File: config.mk
export PLATFORM = sky130hd
export DESIGN_NAME = store_queue
export DESIGN_NICKNAME = d
export VERILOG_FILES = /design/src/rtl/store_queue.sv
export SDC_FILE = /design/constraint.sdc
export NUM_CORES = 1
export LEC_CHECK = 0
export ABC_CLOCK_PERIOD_IN_PS = 3900
export CAP_MARGIN = 10
export CORE_ASPECT_RATIO = 0.75
export CORE_MARGIN = 1.5
export CORE_UTILIZATION = 59
export DETAILED_ROUTE_END_ITERATION = 6
export GPL_ROUTABILITY_DRIVEN = 0
export HOLD_SLACK_MARGIN = 0.06
export PLACE_DENSITY_LB_ADDON = 0.25
export SETUP_SLACK_MARGIN = 0.05
export SKIP_CTS_REPAIR_TIMING = 1
export SYNTH_ARGS = -nofsm -noshare
export SYNTH_HDL_FRONTEND = slang
export SYNTH_SLANG_ARGS = --single-unit
File: constraint.sdc
create_clock -name clock -period 3.9 [get_ports clock]
set_input_delay 0.78 -clock clock [delete_from_list [all_inputs] [get_ports clock]]
set_output_delay 0.78 -clock clock [all_outputs]
set_load 0.02 [all_outputs]
File: src/rtl/store_queue.sv
// -----------------------------------------------------------------------------
// store_queue
//
// Post-commit byte store buffer. Stores from the MEM stage enter a circular
// FIFO, and they drain to a byte-wide RAM write port whenever that port is
// free. Stores leave the queue in the order they entered it, and a queue
// entry is never discarded. A load or fetch byte can probe the queue with
// chk_addr. On a hit, the requester stalls until the matching store has
// reached the RAM.
//
// Ports
//   clock       rising-edge clock for all state
//   reset       synchronous, active-high; drops all pending stores
//   st_valid    a committed byte store is offered this cycle
//   st_addr     byte address of the offered store
//   st_data     byte data of the offered store
//   st_ready    the offered store is accepted this cycle (== !full)
//   ram_grant   RAM port is free for a write this cycle
//   ram_we      RAM write strobe (the head entry drains this cycle)
//   ram_addr    RAM write address (0 when not draining)
//   ram_w_data  RAM write data (0 when not draining)
//   chk_addr    byte address of a pending load/fetch byte
//   chk_hit     chk_addr matches a queued or incoming store
//   count       number of valid entries
//   empty       count == 0
//   full        count == DEPTH
//
// DEPTH must be a power of two and at least 2. The pointers then wrap
// naturally at their own width, and no modulo logic is needed.
// -----------------------------------------------------------------------------
module store_queue #(
    parameter int DEPTH = 4
) (
    input  logic                     clock,
    input  logic                     reset,

    input  logic                     st_valid,
    input  logic [31:0]              st_addr,
    input  logic [7:0]               st_data,
    output logic                     st_ready,

    input  logic                     ram_grant,
    output logic                     ram_we,
    output logic [31:0]              ram_addr,
    output logic [7:0]               ram_w_data,

    input  logic [31:0]              chk_addr,
    output logic                     chk_hit,

    output logic [$clog2(DEPTH):0]   count,
    output logic                     empty,
    output logic                     full
);

    localparam int PTR_W = $clog2(DEPTH);
    localparam int CNT_W = PTR_W + 1;

    // Entry storage, indexed by head/tail.
    logic [31:0]      addr_mem [DEPTH];
    logic [7:0]       data_mem [DEPTH];

    logic [PTR_W-1:0] head;
    logic [PTR_W-1:0] tail;

    logic             enq;
    logic             drain;
    logic [DEPTH-1:0] entry_valid;
    logic             queue_hit;
    logic             incoming_hit;

    // -------------------------------------------------------------------------
    // Status flags. These come only from the registered count. A full queue
    // therefore refuses a store even when a drain frees a slot in the same
    // cycle, and the store must be offered again.
    // -------------------------------------------------------------------------
    assign full     = (count == CNT_W'(DEPTH));
    assign empty    = (count == '0);
    assign st_ready = !full;

    // Reset blocks both queue operations. ram_we therefore stays low during
    // every reset cycle, even when entries were pending.
    assign enq   = st_valid && st_ready && !reset;
    assign drain = ram_grant && !empty && !reset;

    // -------------------------------------------------------------------------
    // Drain port: the head entry is presented combinationally. The bus is
    // zeroed when no drain is active, so stale entries never appear on it.
    // -------------------------------------------------------------------------
    assign ram_we     = drain;
    assign ram_addr   = drain ? addr_mem[head] : '0;
    assign ram_w_data = drain ? data_mem[head] : '0;

    // -------------------------------------------------------------------------
    // Occupancy mask. Slot i holds a live store when its distance from head,
    // modulo DEPTH, is less than count. This one rule covers wrapped and
    // unwrapped occupancy without special cases.
    // -------------------------------------------------------------------------
    always_comb begin
        // NOTE: every always_comb output gets a default before any branch or
        // loop; a path that leaves it unassigned would infer a latch.
        entry_valid = '0;
        for (int i = 0; i < DEPTH; i++) begin
            entry_valid[i] = ({1'b0, PTR_W'(PTR_W'(i) - head)} < count);
        end
    end

    // -------------------------------------------------------------------------
    // Hazard check. The entry that drains this cycle is still in the mask
    // (head moves only at the edge). A requester therefore keeps stalling
    // until the write has actually reached the RAM.
    // -------------------------------------------------------------------------
    always_comb begin
        queue_hit = 1'b0;
        for (int i = 0; i < DEPTH; i++) begin
            if (entry_valid[i] && (addr_mem[i] == chk_addr)) begin
                queue_hit = 1'b1;
            end
        end
    end

    // A store accepted this cycle is not in the mask yet. It must still block
    // a same-address read, because that read would otherwise see stale RAM
    // data.
    assign incoming_hit = st_valid && st_ready && (st_addr == chk_addr);
    assign chk_hit      = queue_hit || incoming_hit;

    // -------------------------------------------------------------------------
    // Pointer and count registers.
    // -------------------------------------------------------------------------
    always_ff @(posedge clock) begin
        // NOTE: sequential state uses non-blocking assignments only. Every
        // register then samples the pre-edge values, whatever the order of
        // the statements.
        if (reset) begin
            head  <= '0;
            tail  <= '0;
            count <= '0;
        end else begin
            if (enq) begin
                tail <= tail + PTR_W'(1);
            end
            if (drain) begin
                head <= head + PTR_W'(1);
            end
            case ({enq, drain})
                2'b10:   count <= count + CNT_W'(1);
                2'b01:   count <= count - CNT_W'(1);
                default: count <= count;
            endcase
        end
    end

    // -------------------------------------------------------------------------
    // Entry storage write.
    // -------------------------------------------------------------------------
    // NOTE: the entry array has no reset. An entry is visible only through
    // entry_valid or the head of a drain, and both depend on count. Clearing
    // the array would cost a reset path to every storage bit and would change
    // no output.
    always_ff @(posedge clock) begin
        if (enq) begin
            addr_mem[tail] <= st_addr;
            data_mem[tail] <= st_data;
        end
    end

endmodule

Word level (Yosys, flattened, before mapping) --
Memories as Yosys holds them, arrays and structs flattened. A register that Yosys moved wholly into a read port is not among the register bits. Index checks and enable logic that the tools add are counted.
Word-level totals: memories 2, bits in writable memories 160, register bits after elaboration 7, input bits 76, logic and storage cells 53
Cells by class: order comparisons 4, multiplexer cells 13, reduce and logical (&&, ||, !) cells 15, $add $sub $neg 8, equality and inequality tests 8
Memories:
- addr_mem | words 4, width 32, rd ports 5, clocked after memory_dff 1, wr ports 1, line 59 | logic [31:0] addr_mem [DEPTH];
- data_mem | words 4, width 8, rd ports 1, clocked after memory_dff 1, wr ports 1, line 60 | logic [7:0] data_mem [DEPTH];
Operator list (count):
- $eq 32x32->1 | 5
- $mux 32 | 1
- $lt 2x3->1 | 4
- $logic_and 1x1->1 | 9
- $mux 2 | 4
- $mux 8 | 1
- $mux 1 | 6
- $pmux 3 s2 | 1
- $add 2x1->2 const B | 2
- $sub 1x2->2 const A | 2
- $sub 2x2->2 const A | 2
- $add 3x1->3 const B | 1
- $eq 3x3->1 const B | 1
- $logic_not 1->1 | 3
- $logic_not 3->1 | 1
- $sub 3x1->3 const B | 1
- $eq 2x1->1 const B | 1
- $eq 2x2->1 const B | 1
- $reduce_bool 2->1 | 1
- $logic_or 1x1->1 | 1

Logic depth before layout (Yosys ltp) --
Gate-level depths: netlist (run 1).
depth after elaboration 8, gate-level depth with buffers 11

Worst setup path before layout (run 1) --
OpenSTA, ideal clock, no wires.
path type input -> register, from input port reset, to register count[2], cell stages on the path 10, arrival time 2.757 ns, setup time 0.070 ns, data required time 3.830 ns, path slack 1.073 ns, cell sequence clkbuf_1 -> or2_1 -> buf_2 -> inv_1 -> ha_1 -> inv_1 -> fa_1 -> xor2_1 -> or3_1 -> a21oi_1
On the way: longest elaborated chain between the ends 4
RTL lines:
- from (decl) | line 35 | input logic reset,
- $logic_not 1->1 (*) | line 83 | assign drain = ram_grant && !empty && !reset;
- $logic_and 1x1->1 (*) | line 83
- net ram_we | line 43 | output logic ram_we,
- $eq 2x1->1 / $eq 2x2->1 (equally long branches) | line 145 | case ({enq, drain})
- $pmux 3 s2 / $reduce_bool 2->1 (equally long branches)
- to (signal assigned) | line 146 | 2'b10: count <= count + CNT_W'(1);
- to (signal assigned) | line 147 | 2'b01: count <= count - CNT_W'(1);
- to (signal assigned) | line 148 | default: count <= count;
- to (decl) | line 50 | output logic [$clog2(DEPTH):0] count,
Mark *: on every way through the listed nets, which the timed path passes. The rest lies on a longest branch. A chain may end at the register's enable or synchronous reset.

Worst setup path in the final report (run 1) --
from input port chk_addr[6], to output port chk_hit
On the way: longest elaborated chain between the ends 7
RTL lines:
- from (decl) | line 47 | input logic [31:0] chk_addr,
- $eq 32x32->1 | line 115 | if (entry_valid[i] && (addr_mem[i] == chk_addr)) begin
- $logic_and 1x1->1 | line 115
- $mux 1 (4 in series) | line 115
- $logic_or 1x1->1 (*) | line 125 | assign chk_hit = queue_hit || incoming_hit;
- to (decl) | line 48 | output logic chk_hit,
Every way passes the cells marked *; elsewhere a longest branch is shown, timed or not.

==> qor.yml, run 1 <==
r2r_end: "count[2]$_SDFFE_PP0P_"
drt_wl_total_mm: 21.76
die_w_um: 142.4
finalMaxSlewViolations: 0
synthArstFlopShare_pct: 0
path_class: "input pin to primary output"
grt_pass1_wl_mm: 32.66
utilization_pct: 77.27
comb_power_share_pct: 16.3
final_net_count: 792
startpoint_type: "input pin"
synth_area_per_cell_um2: 15.04
num_rows: 37
maxSlewHeadroom_pct: 52.75
drtIter0Drc: 594
syn_to_final_growth_pct: 25.57
grt_pass1_vias: 5528
grt_use_total_pct: 30.45
path_cells: "clkdlybuf4s50_1 > xor2_1 > nor4_2 > buf_4 > nand4_1 > nor3_1 > o2111ai_1 > nand3_1 > dlymetal6s2s_1"
hp-start: "tail[1]$_SDFFE_PP0P_"
final-setup-viol-count: 0
port_buffers: 123
ys_warn_count: 0
grt_max_degree: 35
maxCapViolations: 0
finalHoldViolations: 0
critPathRequiredTime_ns: 3.12
fill_cells: 839
cts.path.max_buffers: 2
core-area_mm2: 0.01398
synth-seq-area-share_pct: 57.94
hp-class: "flop to flop"
regArea_mm2: 0.004987
ys_ff_latch: 169
clockRootBuffer: "clkbuf_16"
netSwitchingFraction_pct: 25.93
final_area_mm2: 0.01080
ant_nets: 0
rsz0062_at_grt: "no"
dp.cells: 882
outcome: "complete, no violations"
hold_depth: 2
synth.distinct_cells: 30
cts_num_sinks: 169
floorplan.initialDensity_pct: 61.54
intPower_w: 0.003297
post-route-drc-count: 0
h-tree-depth: 4
crit_fanout: 4
clockPowerShare_pct: 36.5
path_clk_slew_ns: 0.06
antenna_found_initial: 0
cp-end-kind: "primary output"
cts_tree: "done"
p_per_area_mw_per_mm2: 412.1
fin_cells: 914
synth_edf_count: 160
holdPathEnd: "tail[1]$_SDFFE_PP0P_"
p_seq_share_pct: 47.1
clock.fmax_ghz: 0.2770
r2r_slack_ns: 1.09
busiest_layer: "met2"
cp_slowest_cell: "clkdlybuf4s50_1"
worstPathArrival_ns: 2.83
synth_ff_type: "edfxtp_1"
drive_gt1_share_pct: 18.08
syn_area_mm2: 0.008603
regToRegStartpoint: "count[2]$_SDFFE_PP0P_"
final.setup_skew_ns: 0.005548
vias: 5411
routed_via_density: 5.920
die_area_mm2: 0.01532
r2r.worst_path.cells: 11
hpwlAfterDp_mm: 15.56
pre_cts_ws_ns: -0.2155
grt_util_met2_pct: 46.83
power.leakage_nw: 3.622
grt_util_met3_pct: 9.920
p_sw_w: 0.001155
min_period_over_period_pct: 92.57
wl_per_cell_um: 23.81
cts_inserted_buffers: 17
multi_input_area_mm2: 0.003356
die_y_um: 107.6
grt_util_met1_pct: 41.72
clk_latency_ns: 0.44
irDropWorstVdd_mv: 0.3985
final.min_clock_period_ns: 3.610
syn_inst: 572
antennaDiodeCount: 0
globalRoute.totalOverflow: 0
ioPinCount: 124
setup_slack_ns: 0.2897
place_area_mm2: 0.01015
synth_fp_nets: 658
first_pass_iters: 5
cpPeakStageDelay_ns: 0.49
worst_slew_pin_slew_ns: 0.7087
==> synth_stat cells, drive strengths merged, types with 3 or more instances <==
library cell  instances  share of area [%]
nand2                 4               0.17
ha                    9                1.3
and2                  4               0.29
dfxtp                 9                2.1
nor3                  4               0.23
xnor2                40                4.1
a21oi                 7               0.41
xor2                126                 13
buf                  39                3.2
clkbuf                7               0.31
nand4                15                1.2
o211ai                3               0.26
inv                  11               0.48
mux4                 40                 10
nor4                 34                2.6
nor2b                40                2.9
nor2                 11               0.48
edfxtp              160                 56
==> cell type report <==
class,count,area share (%)
tap,195,2.259
clock inverter,15,1.344
timing repair buffer,161,14.85
inverter,11,0.3822
multi-input combinational,346,31.06
clock buffer,17,3.938
sequential,169,46.17
==> registers in the layout, indices dropped and copies added, names as in the netlist, named ones only <==
register  count
count         3
data_mem     32
head          2
addr_mem    128
tail          2
==> how the worst max path moves through the flow <==
stage	slack, ns	cells after the start	endpoint	start
2_1_floorplan	1.07	10	count[2]$_SDFFE_PP0P_	reset
3_3_place_gp	-0.21	8	chk_hit	chk_addr[22]
3_5_place_dp	-0.22	8	chk_hit	chk_addr[22]
4_1_cts	-0.25	8	chk_hit	chk_addr[22]
5_1_grt	0.19	9	chk_hit	chk_addr[11]
6_report	0.29	9	chk_hit	chk_addr[6]
==> metrics by stage <==
step	total power [W]	hold slack, ns	setup TNS [ns]
final	0.004452	0.5677	0
after global routing	0.004576	0.5939	0
after global placement	0.002831	0.4834	-0.2125
after detailed placement	0.002846	0.5470	-0.2155
after floorplan	0.002548	0.4692	0
after CTS	0.004446	0.5669	-0.2456
==> power by group through the flow <==
| stage | Clock, W | Combinational [W] | Sequential, W |
|---|---|---|---|
| after floorplan | 0 | 0.000428 | 0.00212 |
| after global placement | 0 | 0.000701 | 0.00213 |
| after detailed placement | 0 | 0.000710 | 0.00214 |
| after CTS | 0.00163 | 0.000719 | 0.00210 |
| after global routing | 0.00170 | 0.000774 | 0.00210 |
| final | 0.00163 | 0.000728 | 0.00210 |
==> cells by family (layout without fill, tap and decap cells) <==
logic type / Yosys count / in the layout / synth area share (%)
DFF: 169 / 169 / 57.94
xor gates and xnor gates: 166 / 166 / 16.99
and+or+nand+nor: 118 / 118 / 8.275
buffers and inverters: 57 / 204 / 3.956
muxes: 40 / 40 / 10.47
AOI/OAI and AO/OA: 12 / 12 / 0.8289
adders and majority gates: 10 / 10 / 1.542
==> cell usage in the layout, fill, tap and decap left out, types with 2 or more instances in the layout <==
cell               n
a21oi_1            7
and2_2             4
buf_12             6
buf_4             32
clkbuf_16         17
clkdlybuf4s50_1  118
clkinv_4           3
clkinvlp_4         5
dfxtp_1            7
dfxtp_2            2
dlymetal6s2s_1     5
edfxtp_1         160
ha_1               9
inv_1             11
inv_6              4
mux4_2            40
nand2_1            4
nand2b_1           2
nand3_1            2
nand4_1           14
nor2_1            11
nor2b_1           40
nor3_1             4
nor4_1            23
nor4_2            10
o211ai_1           3
xnor2_1           40
xor2_1           124
xor2_2             2
==> worst max-delay path, delay by kind of cell <==
kind	cells	cell delay (ns)
AO/OA/AOI/OAI	1	0.14
XOR/XNOR	1	0.21
buffers and inverters	3	0.92
AND/OR/NAND/NOR	4	0.78
==> per-layer routing <==
| layer | vias to the layer above | routed length (µm) | share of wire, % |
|---|---|---|---|
| li1 | 2364 | - | - |
| met1 | 2695 | 8909 | 41 |
| met2 | 317 | 10160 | 47 |
| met3 | 35 | 2320 | 11 |
| met4 | 0 | 371 | 1.7 |
| met5 | - | 0 | 0 |
Note: power is estimated with default switching activity, not from simulation.
==> run 2, diff against run 1 <==
--- a/config.mk
+++ b/config.mk
@@ -12,7 +12,6 @@
 export CORE_UTILIZATION = 59
 export DETAILED_ROUTE_END_ITERATION = 6
 export GPL_ROUTABILITY_DRIVEN = 0
-export HOLD_SLACK_MARGIN = 0.06
 export PLACE_DENSITY_LB_ADDON = 0.25
 export SETUP_SLACK_MARGIN = 0.05
 export SKIP_CTS_REPAIR_TIMING = 1
==> constraint.sdc (replaced) <==
create_clock -name clock -period 3.9 [get_ports clock]
set_input_delay 0.78 -clock clock [delete_from_list [all_inputs] [get_ports clock]]
set_output_delay 0.78 -clock clock [all_outputs]
set_load 0.01 [all_outputs]
==> run 2 against run 1 <==
Clock power rose by 8%. Sequential power barely moved. Setup slack improved by 0.031 ns. Non-clock buffer count fell by 3. Total power rose by 2.5%. Critical path type unchanged. Critical endpoint unchanged. Largest power group unchanged.
==> qor.yml, run 2 (synthesis results as in run 1) <==
outcome: "complete, no violations"  # unchanged
h-tree-depth: 4  # unchanged
ioPinCount: 124  # unchanged
finalMaxSlewViolations: 0  # unchanged
path_common_cell: "nand4_1"
worst_slew_pin_slew_ns: 0.6815  # was 0.7087 ns
cpPeakStageDelay_ns: 0.56  # was 0.49 ns
grt_max_degree: 41  # was 35
hp-class: "flop to flop"  # unchanged
layout_common_cells: "edfxtp_1 (160), xor2_1 (124), clkdlybuf4s50_1 (103)"  # was edfxtp_1 (160), xor2_1 (124), clkdlybuf4s50_1 (118)
grt_pass1_vias: 5477  # was 5528
min_period_over_period_pct: 91.78  # was 92.57%
port_buffers: 123  # unchanged
final_common_cell: "edfxtp_1"  # unchanged
die_y_um: 107.6  # unchanged
drive_gt1_share_pct: 18.44  # was 18.08%
globalRoute.totalOverflow: 0  # unchanged
num_rows: 37  # unchanged
post-route-drc-count: 0  # unchanged
holdWs_ns: 0.5111  # was 0.5677 ns
clock.fmax_ghz: 0.2794  # was 0.2770 GHz
final-setup-viol-count: 0  # unchanged
antenna_found_initial: 0  # unchanged
crit_family: "simple AND/OR/NAND/NOR gates"  # was buffers and inverters
routed_via_density: 5.985  # was 5.920
path_class: "input pin to primary output"  # unchanged
die_w_um: 142.4  # unchanged
fin_cells: 911  # was 914
irDropWorstVdd_mv: 0.4189  # was 0.3985 mV
fill_cells: 826  # was 839
syn_to_final_growth_pct: 26.06  # was 25.57%
intPower_w: 0.003425  # was 0.003297 W
hpwlAfterDp_mm: 15.44  # was 15.56 mm
reg.largest.list: "addr_mem: 128 flops, data_mem: 32 flops, count: 3 flops"  # unchanged
clockPowerShare_pct: 38.6  # was 36.5%
hold_depth: 2  # unchanged
busiest_layer: "met2"  # unchanged
utilization_pct: 77.57  # was 77.27%
comb_power_share_pct: 15.4  # was 16.3%
cts.path.max_buffers: 2  # unchanged
drt_wl_total_mm: 22.14  # was 21.76 mm
grt_util_met2_pct: 48.26  # was 46.83%
clockRootBuffer: "clkbuf_16"  # unchanged
antennaDiodeCount: 0  # unchanged
grt_util_met1_pct: 42.71  # was 41.72%
power.leakage_nw: 3.768  # was 3.622 nW
netSwitchingFraction_pct: 24.96  # was 25.93%
setup_slack_ns: 0.3205  # was 0.2897 ns
cp_slowest_cell: "clkdlybuf4s50_1"  # unchanged
vias: 5452  # was 5411
drtIter0Drc: 571  # was 594
maxSlewHeadroom_pct: 54.57  # was 52.75%
cts_num_sinks: 169  # unchanged
path_clk_slew_ns: 0.06  # about the same
cts_inserted_buffers: 17  # unchanged
r2r.worst_path.cells: 11  # unchanged
pre_cts_ws_ns: -0.2017  # was -0.2155 ns
path_cells: "clkdlybuf4s50_1 > xor2_1 > nor4_2 > nand4_1 > nor3_1 > nand4_1 > nand3_1 > dlymetal6s2s_1"  # was clkdlybuf4s50_1 > xor2_1 > nor4_2 > buf_4 > nand4_1 > nor3_1 > o2111ai_1 > nand3_1 > dlymetal6s2s_1
p_seq_share_pct: 46.1  # was 47.1%
grt_util_met3_pct: 8.763  # was 9.920%
rsz0062_at_grt: "no"  # unchanged
wl_per_cell_um: 24.30  # was 23.81 µm
die_area_mm2: 0.01532  # unchanged
cts_tree: "done"  # unchanged
startpoint_type: "input pin"  # unchanged
first_pass_iters: 5  # unchanged
final_net_count: 789  # was 792
largest_reg_flops: 128  # unchanged
worstSetupPathDepth: 8  # was 9
crit_fanout: 5  # was 4
maxCapViolations: 0  # unchanged
finalHoldViolations: 0  # unchanged
floorplan.initialDensity_pct: 61.54  # unchanged
core-area_mm2: 0.01398  # unchanged
worstPathArrival_ns: 2.80  # was 2.83 ns
top_register: "addr_mem"  # unchanged
p_sw_w: 0.001139  # was 0.001155 W
clk_latency_ns: 0.44  # about the same
ant_nets: 0  # unchanged
final.setup_skew_ns: 0.006375  # was 0.005548 ns
dp.cells: 879  # was 882
fin_setup_tns_ns: 0  # unchanged
final.min_clock_period_ns: 3.580  # was 3.610 ns
critPathRequiredTime_ns: 3.12  # about the same
worst-path-buf-inv: 2  # was 3
cp-end-kind: "primary output"  # unchanged
p_per_area_mw_per_mm2: 420.8  # was 412.1 mW/mm²
grt_use_total_pct: 30.69  # was 30.45%
grt_pass1_wl_mm: 32.95  # was 32.66 mm
==> run 2: cell count changes in the layout (fill, tap and decap cells not counted), sizes merged <==
| cell | before | now |
|---|---|---|
| clkinvlp | 5 | 2 |
| bufinv | 1 | 3 |
| clkdlybuf4s50 | 118 | 103 |
| buf | 38 | 35 |
| dlymetal6s2s | 5 | 20 |
| clkinv | 4 | 5 |
==> run 2: power groups by stage <==
stage	sequential, W	clock [W]	combinational (W)
3_3_place_gp	0.00214	0	0.000670
3_5_place_dp	0.00214	0	0.000680
6_report	0.00210	0.00176	0.000701
4_1_cts	0.00210	0.00176	0.000688
2_1_floorplan	0.00212	0	0.000409
5_1_grt	0.00211	0.00184	0.000744
==> run 2: area by class of cell <==
class	count	area, µm²	area share, %
Clock buffer	17	425.4	3.922
Clock inverter	15	191.4	1.765
Inverter	11	41.29	0.3807
Multi-Input combinational cell	346	3387	31.23
Sequential cell	169	4987	45.99
Tap cell	195	244.0	2.250
Timing Repair Buffer	158	1569	14.47
==> run 2: final timing paths <==
check	start	end	slack, ns
setup / recovery	chk_addr[25]	chk_hit	0.32
hold / removal	tail[1]$_SDFFE_PP0P_	tail[1]$_SDFFE_PP0P_	0.51
setup reg to reg	count[2]$_SDFFE_PP0P_	count[2]$_SDFFE_PP0P_	1.01
hold reg to reg	tail[1]$_SDFFE_PP0P_	tail[1]$_SDFFE_PP0P_	0.51
==> run 2: metal layers <==
layer  routed length, µm  vias up
met5                   0        -
li1                    -     2362
met1                8854     2720
met4                 357        0
met2               10660      338
met3                2265       32
==> run 2: metrics by stage <==
stage | total power (W) | cell area [µm²]
after global routing | 0.004697 | 10850
after CTS | 0.004554 | 10690
after global placement | 0.002806 | 10070
final | 0.004564 | 10850
after floorplan | 0.002527 | 8603
after detailed placement | 0.002822 | 10070
==> run 2: worst register-to-register path, delay by kind of cell, from the launching register on <==
kind                       cells  cell delay, ns
and+or+nand+nor                4            0.94
DFF                            1            0.61
adders and majority gates      2            0.57
buffers and inverters          3            0.38
xor gates and xnor gates       1            0.17
AOI/OAI and AO/OA              1            0.15
